## config.mk

```make
export PLATFORM = sky130hd
export DESIGN_NAME = hazard_sequencer
export DESIGN_NICKNAME = d
export VERILOG_FILES = /design/src/rtl/hazard_pkg.sv /design/src/rtl/mem_wait_timer.sv /design/src/rtl/hazard_sequencer.sv
export SDC_FILE = /design/constraint.sdc
export NUM_CORES = 1
export LEC_CHECK = 0
export ABC_AREA = 0
export CAP_MARGIN = 10
export CORE_MARGIN = 3
export CORE_UTILIZATION = 36
export DETAILED_ROUTE_END_ITERATION = 16
export GPL_ROUTABILITY_DRIVEN = 0
export PLACE_DENSITY = 0.85
export SETUP_SLACK_MARGIN = 0.3
export SYNTH_ARGS = -nofsm -noshare
export SYNTH_HDL_FRONTEND = slang
export SYNTH_SLANG_ARGS = --single-unit
```

## constraint.sdc

```tcl
create_clock -name clk -period 3.8 [get_ports clk]
set_clock_uncertainty 0.2 [all_clocks]
set_input_delay 0.76 -clock clk [delete_from_list [all_inputs] [get_ports clk]]
set_output_delay 0.76 -clock clk [all_outputs]
set_load 0.005 [all_outputs]
```

## src/rtl/hazard_pkg.sv

```systemverilog
// Shared types for the hazard sequencer: FSM encoding, pipeline control bundle
// and the load-use / hazard-priority decode used by the top level.
package hazard_pkg;

   localparam int REG_W = 5;
   localparam logic [REG_W-1:0] ZERO_REG = 5'd0;

   typedef enum logic [1:0] {
      S_RUN      = 2'd0,
      S_MEM_WAIT = 2'd1,
      S_MEM_ERR  = 2'd2
   } state_e;

   typedef struct packed {
      logic pc_we;
      logic ifid_we;
      logic ifid_flush;
      logic idex_we;
      logic idex_bubble;
      logic exmem_we;
      logic memwb_bubble;
   } pipe_ctl_t;

   localparam pipe_ctl_t CTL_RESET = '{pc_we: 1'b0, ifid_we: 1'b0, ifid_flush: 1'b0,
                                       idex_we: 1'b0, idex_bubble: 1'b1, exmem_we: 1'b0,
                                       memwb_bubble: 1'b1};
   localparam pipe_ctl_t CTL_FROZEN = '{pc_we: 1'b0, ifid_we: 1'b0, ifid_flush: 1'b0,
                                        idex_we: 1'b0, idex_bubble: 1'b0, exmem_we: 1'b0,
                                        memwb_bubble: 1'b1};
   localparam pipe_ctl_t CTL_RUN = '{pc_we: 1'b1, ifid_we: 1'b1, ifid_flush: 1'b0,
                                     idex_we: 1'b1, idex_bubble: 1'b0, exmem_we: 1'b1,
                                     memwb_bubble: 1'b0};

   function automatic logic load_use(input logic             ex_mem_read,
                                     input logic [REG_W-1:0] ex_rt,
                                     input logic [REG_W-1:0] id_rs,
                                     input logic [REG_W-1:0] id_rt,
                                     input logic             id_uses_rt);
      return ex_mem_read && (ex_rt != ZERO_REG) &&
             ((ex_rt == id_rs) || (id_uses_rt && (ex_rt == id_rt)));
   endfunction

   // A taken branch squashes whatever is in ID, so it outranks load-use and jump.
   function automatic pipe_ctl_t advance_ctl(input logic branch, input logic lu,
                                             input logic jump);
      pipe_ctl_t c;
      c = CTL_RUN;
      if (branch) begin
         c.ifid_flush  = 1'b1;
         c.idex_bubble = 1'b1;
      end else if (lu) begin
         c.pc_we       = 1'b0;
         c.ifid_we     = 1'b0;
         c.idex_bubble = 1'b1;
      end else if (jump) begin
         c.ifid_flush  = 1'b1;
      end
      return c;
   endfunction

endpackage

```

## src/rtl/mem_wait_timer.sv

```systemverilog
// Saturating count of consecutive data-memory wait cycles; flags when the
// count has reached MEM_TIMEOUT (never flags when MEM_TIMEOUT is 0).
module mem_wait_timer #(
   parameter int MEM_TIMEOUT = 15
) (
   input  logic clk,
   input  logic rst_n,
   input  logic clr,
   input  logic inc,
   output logic timeout
);

   localparam int TW = (MEM_TIMEOUT > 0) ? $clog2(MEM_TIMEOUT + 1) : 1;
   localparam logic [TW-1:0] LIMIT = TW'(MEM_TIMEOUT);

   logic [TW-1:0] cnt_q, cnt_d;

   always_comb begin
      cnt_d = cnt_q;
      if (clr) begin
         cnt_d = '0;
      end else if (inc && (cnt_q != '1)) begin
         cnt_d = cnt_q + TW'(1);
      end
   end

   always_ff @(posedge clk or negedge rst_n) begin
      if (!rst_n) begin
         cnt_q <= '0;
      end else begin
         cnt_q <= cnt_d;
      end
   end

   assign timeout = (MEM_TIMEOUT != 0) && (cnt_q >= LIMIT);

endmodule

```

## src/rtl/hazard_sequencer.sv

```systemverilog
// Pipeline sequencing controller: load-use stalls, branch/jump flushes and
// data-memory waits with timeout. Define HAZ_STALL_CNT_EN to build the stall counter.
module hazard_sequencer
   import hazard_pkg::*;
#(
   parameter int MEM_TIMEOUT = 15,
   parameter int CNT_W       = 32
) (
   input  logic             clk,
   input  logic             rst_n,
   input  logic [4:0]       id_rs,
   input  logic [4:0]       id_rt,
   input  logic             id_uses_rt,
   input  logic             id_jump,
   input  logic             ex_mem_read,
   input  logic [4:0]       ex_rt,
   input  logic             ex_branch_taken,
   input  logic             mem_req,
   input  logic             mem_ready,
   output logic             pc_we,
   output logic             ifid_we,
   output logic             ifid_flush,
   output logic             idex_we,
   output logic             idex_bubble,
   output logic             exmem_we,
   output logic             memwb_bubble,
   output logic             mem_err,
   output logic [CNT_W-1:0] stall_cnt
);

   state_e    state_q, state_d;
   logic      live_q, live_d;
   logic      lu, mem_blocked;
   logic      tmr_clr, tmr_inc, tmr_timeout;
   pipe_ctl_t ctl;

   // mem_req/mem_ready: an access in MEM completes in the first cycle where both
   // are high; until then the whole pipeline holds. Dropping mem_req abandons it.
   assign mem_blocked = mem_req && !mem_ready;
   assign lu          = load_use(ex_mem_read, ex_rt, id_rs, id_rt, id_uses_rt);

   always_comb begin
      live_d  = 1'b1;
      ctl     = CTL_RESET;
      state_d = state_q;
      mem_err = 1'b0;
      tmr_clr = 1'b1;
      tmr_inc = 1'b0;
      if (live_q) begin
         case (state_q)
            S_RUN, S_MEM_WAIT: begin
               if (mem_blocked) begin
                  ctl     = CTL_FROZEN;
                  tmr_clr = 1'b0;
                  if ((state_q == S_MEM_WAIT) && tmr_timeout) begin
                     state_d = S_MEM_ERR;
                  end else begin
                     state_d = S_MEM_WAIT;
                     tmr_inc = 1'b1;
                  end
               end else begin
                  ctl     = advance_ctl(ex_branch_taken, lu, id_jump);
                  state_d = S_RUN;
               end
            end
            S_MEM_ERR: begin
               ctl     = CTL_FROZEN;
               mem_err = 1'b1;
               tmr_clr = 1'b0;
            end
            default: state_d = S_RUN;
         endcase
      end
   end

   always_ff @(posedge clk or negedge rst_n) begin
      if (!rst_n) begin
         state_q <= S_RUN;
         live_q  <= 1'b0;
      end else begin
         state_q <= state_d;
         live_q  <= live_d;
      end
   end

   mem_wait_timer #(.MEM_TIMEOUT(MEM_TIMEOUT)) u_timer (
      .clk     (clk),
      .rst_n   (rst_n),
      .clr     (tmr_clr),
      .inc     (tmr_inc),
      .timeout (tmr_timeout)
   );

   assign pc_we        = ctl.pc_we;
   assign ifid_we      = ctl.ifid_we;
   assign ifid_flush   = ctl.ifid_flush;
   assign idex_we      = ctl.idex_we;
   assign idex_bubble  = ctl.idex_bubble;
   assign exmem_we     = ctl.exmem_we;
   assign memwb_bubble = ctl.memwb_bubble;

`ifdef HAZ_STALL_CNT_EN
   logic [CNT_W-1:0] stall_cnt_q, stall_cnt_d;

   always_comb begin
      stall_cnt_d = stall_cnt_q;
      if (live_q && !ctl.pc_we && (stall_cnt_q != '1)) begin
         stall_cnt_d = stall_cnt_q + CNT_W'(1);
      end
   end

   always_ff @(posedge clk or negedge rst_n) begin
      if (!rst_n) begin
         stall_cnt_q <= '0;
      end else begin
         stall_cnt_q <= stall_cnt_d;
      end
   end

   assign stall_cnt = stall_cnt_q;
`else
   assign stall_cnt = '0;
`endif

endmodule

```

; ---- Yosys cells after proc, flatten, opt, wreduce, memory -nomap -nowiden
; Cells that the tools add are included.
[totals]
register_bits = 7
in_bits = 23
output_inout_bits = 40
wordCells = 48
[op_classes]
n_addsub = 1
order_cmp = 1
eq_ne = 5
muxes = 24
n_bitwise = 1
n_reduce_logical = 13
[ops]
columns = cell, n
row1 = two-way mux 7 bit, 2
row2 = one-hot mux 7 bit (2 select lines), 1
row3 = two-way mux 1 bit, 13
row4 = == test 5 bit, 2
row5 = two-way mux 2 bit, 4
row6 = two-way mux 4 bit, 2
row7 = logical AND 1 bit, 6
row8 = nonzero test 5 bit, 1
row9 = adder 4 x 1 -> 4 bit (second input constant), 1
row10 = >= comparator 4 bit (second input constant), 1
row11 = != test 4 bit (second input constant), 1
row12 = one-hot mux 2 bit (2 select lines), 1
row13 = == test 2 x 1 -> 1 bit (second input constant), 1
row14 = == test 2 bit (second input constant), 1
row15 = zero test 2 bit, 1
row16 = one-hot mux 1 bit (2 select lines), 1
row17 = AND reduction 2 bit, 1
row18 = nonzero test 2 bit, 1
row19 = OR reduction 2 bit, 1
row20 = zero test 1 bit, 1
row21 = logical OR 1 bit, 1
row22 = NOT 1 bit, 1

; ---- Logic depth before layout (Yosys ltp)
; Gate-level depths: netlist (run 1).
[logic_depth]
ltp_word = 9
mapped_depth = 5
depth_no_buf = 5

; ---- Modules after synthesis
; A second synthesis (run 1) with hierarchy kept.
[unflattened]
cells_unflattened = 95
hier_area_um2 = 827.0
[by_module_without_submodules]
columns = module, n_inst, cells_each, area_per_inst_um2, seq_area_each_um2
row1 = hazard_sequencer, 1, 75, 598.1, 75.1
row2 = mem_wait_timer, 1, 20, 229.0, 100.1

; ---- Least setup slack after synthesis (run 1)
; OpenSTA, ideal clock, no wires.
[synth_timing]
kind = in2out
startpoint = in ex_rt[1]
endpoint = out pc_we
arrival_ns = 1.804
t_required_ns = 2.840
setup_slack_ns = 1.036
cell_stages = 5
n_path_buf = 1
path_cell_list = or4_4 > o21ai_2 > nor2_1 > a21oi_1 > buf_4
[synth_via]
elab_chain_cells = 9
elab_cells_between_ends = 12
cone_classes = 2 x eq/ne / 5 x mux / 5 x reduce/logical
[synth_rtl]
columns = item, line_no
row1 = start: declaration, hazard_sequencer.sv:16  ; input logic [4:0] ex_rt,
row2 = == test 5 bit, hazard_pkg.sv:40  ; ((ex_rt == id_rs) || (id_uses_rt && (ex_rt == id_rt)));
row3 = logical AND 1 bit, hazard_pkg.sv:40
row4 = logical OR 1 bit, hazard_pkg.sv:40
row5 = logical AND 1 bit (*), hazard_pkg.sv:39  ; return ex_mem_read && (ex_rt != ZERO_REG) &&
row6 = two-way mux 2 bit (*), hazard_pkg.sv:51  ; end else if (lu) begin
row7 = two-way mux 2 bit (*), hazard_pkg.sv:48  ; if (branch) begin
row8 = two-way mux 7 bit (*), hazard_sequencer.sv:52  ; if (mem_blocked) begin
row9 = one-hot mux 7 bit (2 select lines) (*), hazard_sequencer.sv:50  ; case (state_q)
row10 = two-way mux 7 bit (*), hazard_sequencer.sv:49  ; if (live_q) begin
row11 = end: declaration, hazard_sequencer.sv:20  ; output logic pc_we,
; Mark *: on every way between the ends. The rest lies on a longest branch, timed or not.

; ---- Final worst setup path (run 1)
[layout_timing]
startpoint = in ex_rt[0]
endpoint = out idex_bubble
[layout_via]
elab_chain_cells = 9
elab_cells_between_ends = 12
cone_classes = 2 x eq/ne / 5 x mux / 5 x reduce/logical
[layout_rtl]
columns = item, line_no
row1 = == test 5 bit, hazard_pkg.sv:40
row2 = logical AND 1 bit, hazard_pkg.sv:40
row3 = logical OR 1 bit, hazard_pkg.sv:40
row4 = logical AND 1 bit (*), hazard_pkg.sv:39
row5 = two-way mux 1 bit (*), hazard_pkg.sv:51
row6 = two-way mux 1 bit (*), hazard_pkg.sv:48
row7 = two-way mux 7 bit (*), hazard_sequencer.sv:52
row8 = one-hot mux 7 bit (2 select lines) (*), hazard_sequencer.sv:50
row9 = two-way mux 7 bit (*), hazard_sequencer.sv:49
row10 = end: declaration, hazard_sequencer.sv:24  ; output logic idex_bubble,
; Marks and branches as above.

==> impl_metrics.tcl, run 1 <==
set metrics [dict create \
    pin_count 63 \
    drt_iter0_drc 5 \
    core_area_sq_um 2042 \
    clk_pin_slew_worst_paths_ps 50 \
    ys_types 28 \
    grt_pass1_wl_um 2642 \
    crit_family "buffers and inverters" \
    ys.flop_type "dfrtp_1" \
    setup_slack_ps 361.0 \
    drt-total-wl_um 1677 \
    synth_area_leaders "buf_4 32%, dfrtp_1 22%, xnor2_1 13%" \
    die-area_sq_um 2850 \
    synthMuxAreaShare_pct 4.025 \
    worstSetupPathType "in -> out" \
    crit_chain "clkdlybuf4s50_1 > xnor2_1 > nand3_1 > o22ai_2 > a21o_1 > clkdlybuf4s50_1" \
    hpwl_um 1448 \
    clockBufferDepth 2 \
    synthTopCellsByCount "34 x buf_4, 12 x xnor2_1, 7 x dfrtp_1, 7 x nand2_1" \
    final_nets 152 \
    syn_area_per_cell_sq_um 8.420 \
    synth_edf_count 0 \
    die_y_um 53.39 \
    p_leak_nw 0.5149 \
    reg2reg_to "u_timer.cnt_q[3]$_DFFE_PN0P_" \
    slowest_stage "clkdlybuf4s50_1" \
    peakVddDrop_mv 0.1558 \
    stdcell_area_sq_um 1046 \
    yosysSeqAreaShare_pct 21.67 \
    fill_cells 191 \
    synth_compound_area_share_pct 7.895 \
    path_depth 6 \
    path_buf_inv 2 \
    drc 0 \
    areaGrowthSynthToFinish_pct 29.41 \
    post_drt_wl_per_cell_um 10.89 \
    max_freq_ghz 0.2908 \
    grt_setup_unrepaired "true" \
    portBuffers 30 \
    max_stage_delay_ps 580 \
    ys_ff_latch 7 \
    cts_setup_buffers 0 \
    syn_area_sq_um 808.3 \
    ys_warn_count 0 \
    slew_viol_final 0 \
    cp_max_fo 3 \
    grt_antenna_before_repair 0 \
    cts_buffers 3 \
    rr_startpoint "u_timer.cnt_q[0]$_DFFE_PN0P_" \
    synthArstFlopShare_pct 100.0 \
    via_per_inst 4.247 \
    multi_input_area_sq_um 508.0 \
    outcome "finished, final reports clean" \
    synth_top_area_share_pct 31.58 \
    rows 16 \
    dr.pass1.iters 4 \
    die_x_um 53.39 \
    grt_usage_pct 12.78 \
    setup_viol 0 \
    critPathMostFrequentCell "clkdlybuf4s50_1" \
    clk_latency_ps 260 \
    vias 654 \
    start_util_pct 39.58 \
    synth.most_common_cell "buf_4" \
    drive_above_1_share_pct 10.24 \
    synth_xor_area_share_pct 13.00 \
    postCtsHoldBufs 0 \
    required_ps 2840 \
    final_util_pct 51.23 \
    postRouteAntennaNets 0 \
    cts_tree "done" \
    grt_max_degree 9 \
    cp.arrival_ps 2480 \
    cp-end-kind "primary output" \
    pwr_density_cell_nw_per_um2 192.8 \
    antennaDiodeCount 0 \
    setup-tns-final_ps 0 \
    root_buffer "clkbuf_4" \
    cts.sinks 7 \
    grt_pass1_vias 609 \
    hold_path_class "reg -> reg" \
    placement.setup.worst_slack_ps 57.74 \
    r2r_slack_ps 2030 \
    ctsHtreeMaxLevel 1 \
    seqCellArea_sq_um 175.2 \
    startpoint "ex_rt[0]" \
    yosys.area_share.simple_pct 18.89 \
    cap_violations 0 \
    synth_fa_ha_area_share_pct 1.548 \
    finalCritPeriodShare_pct 90.50 \
    synth_top_area_cell "buf_4" \
    final_hold_viol_count 0 \
    synth_top_family_by_area "buffers and inverters" \
    dpl_cell_area_sq_um 1003 \
    reg2reg_depth 5 \
    gr-total-overflow 0 \
    synthCells 96 \
    crit_path_start_kind "primary input" \
    fin_crit_ps 3439 \
    crit_end "idex_bubble" \
]
## worst min path at each step
stage	startpoint	depth (start not counted)	slack (ps)	endpoint
after floorplan	rst_n	0	260	live_q$_DFF_PN0_
after global placement	u_timer.cnt_q[0]$_DFFE_PN0P_	1	290	u_timer.cnt_q[0]$_DFFE_PN0P_
after detailed placement	u_timer.cnt_q[0]$_DFFE_PN0P_	1	310	u_timer.cnt_q[0]$_DFFE_PN0P_
after CTS	u_timer.cnt_q[0]$_DFFE_PN0P_	1	320	u_timer.cnt_q[0]$_DFFE_PN0P_
after global routing	u_timer.cnt_q[0]$_DFFE_PN0P_	1	370	u_timer.cnt_q[0]$_DFFE_PN0P_
final	u_timer.cnt_q[0]$_DFFE_PN0P_	1	320	u_timer.cnt_q[0]$_DFFE_PN0P_
## layer usage
metal | vias to the layer above | global-route usage, % | routed length [um]
met5 | - | 0 | 0
met4 | 0 | 5.106 | 22
met3 | 3 | 3.380 | 143
met2 | 34 | 23.06 | 974
met1 | 302 | 13.85 | 538
li1 | 315 | - | -
## worst register-to-register path: cells and delay by family, from the launching register on
kind	cells	cell delay, ps
adders and majority gates	1	230
and+or+nand+nor	3	660
DFF	1	410
xor gates and xnor gates	1	170
## sequential cells by signal, indices dropped and copies added, names as in the netlist
name           count
state_q            2
u_timer.cnt_q      4
live_q             1
## area by class of cell
class                      instances  share of cell area, %
inverter                           1                 0.3589
sequential                         7                  16.75
tap                               27                  3.230
clock buffer                       4                  2.512
multi-input combinational         85                  48.56
timing repair buffer              30                  28.59
## timing repair
| item | CTS | global route |
|---|---|---|
| endpoints found under the hold margin | 0 | 0 |
| endpoints found under the setup margin | 4 | 3 |
| pin swaps | 2 | 0 |
| gates resized for setup | 6 | 4 |
## kinds of logic after synthesis
group,after synthesis
AO/OA/AOI/OAI,10
buffers and inverters,35
flip-flops,7
other,2
AND/OR/NAND/NOR,26
multiplexers,3
XOR/XNOR,12
adder cells (fa/ha/maj),1
## metrics by stage
stage                     total power [mW]  std cells  hold WS, ps
after detailed placement            0.1346        150        307.0
after global placement              0.1337        150        291.1
after floorplan                     0.1261        127        264.4
after global routing                0.2183        154        367.5
after CTS                           0.2027        154        321.7
final                               0.2017        154        316.8
## layout by cell type (no fill, tap or decap), drive strengths merged, types with 3 or more instances in the layout
cell type      synthesis  final
o21ai                  3      3
xnor2                 12     12
conb                   2     33
clkdlybuf4s50          0     23
dlygate4sd2            0      5
clkbuf                 0      4
nand2                  7      7
nor2                   3      3
dfrtp                  7      7
a21oi                  4      4
## report_power, final
group / internal [mW] / total [mW] / switching (mW)
Combinational: 0.0322 / 0.0583 / 0.0261
Sequential: 0.0753 / 0.0761 / 0.000820
Clock: 0.0400 / 0.0673 / 0.0273
Total: 0.147 / 0.202 / 0.0542
(Power assumes the default switching activity.)
==> run 2, diff against run 1 <==
Settings changed: ABC_CLOCK_PERIOD_IN_PS set to 3800, CAP_MARGIN 10 to unset, CTS_CLUSTER_SIZE set to 28.
==> results of run 2 <==
The final DEF is identical to that of run 1; final timing and power are the same.
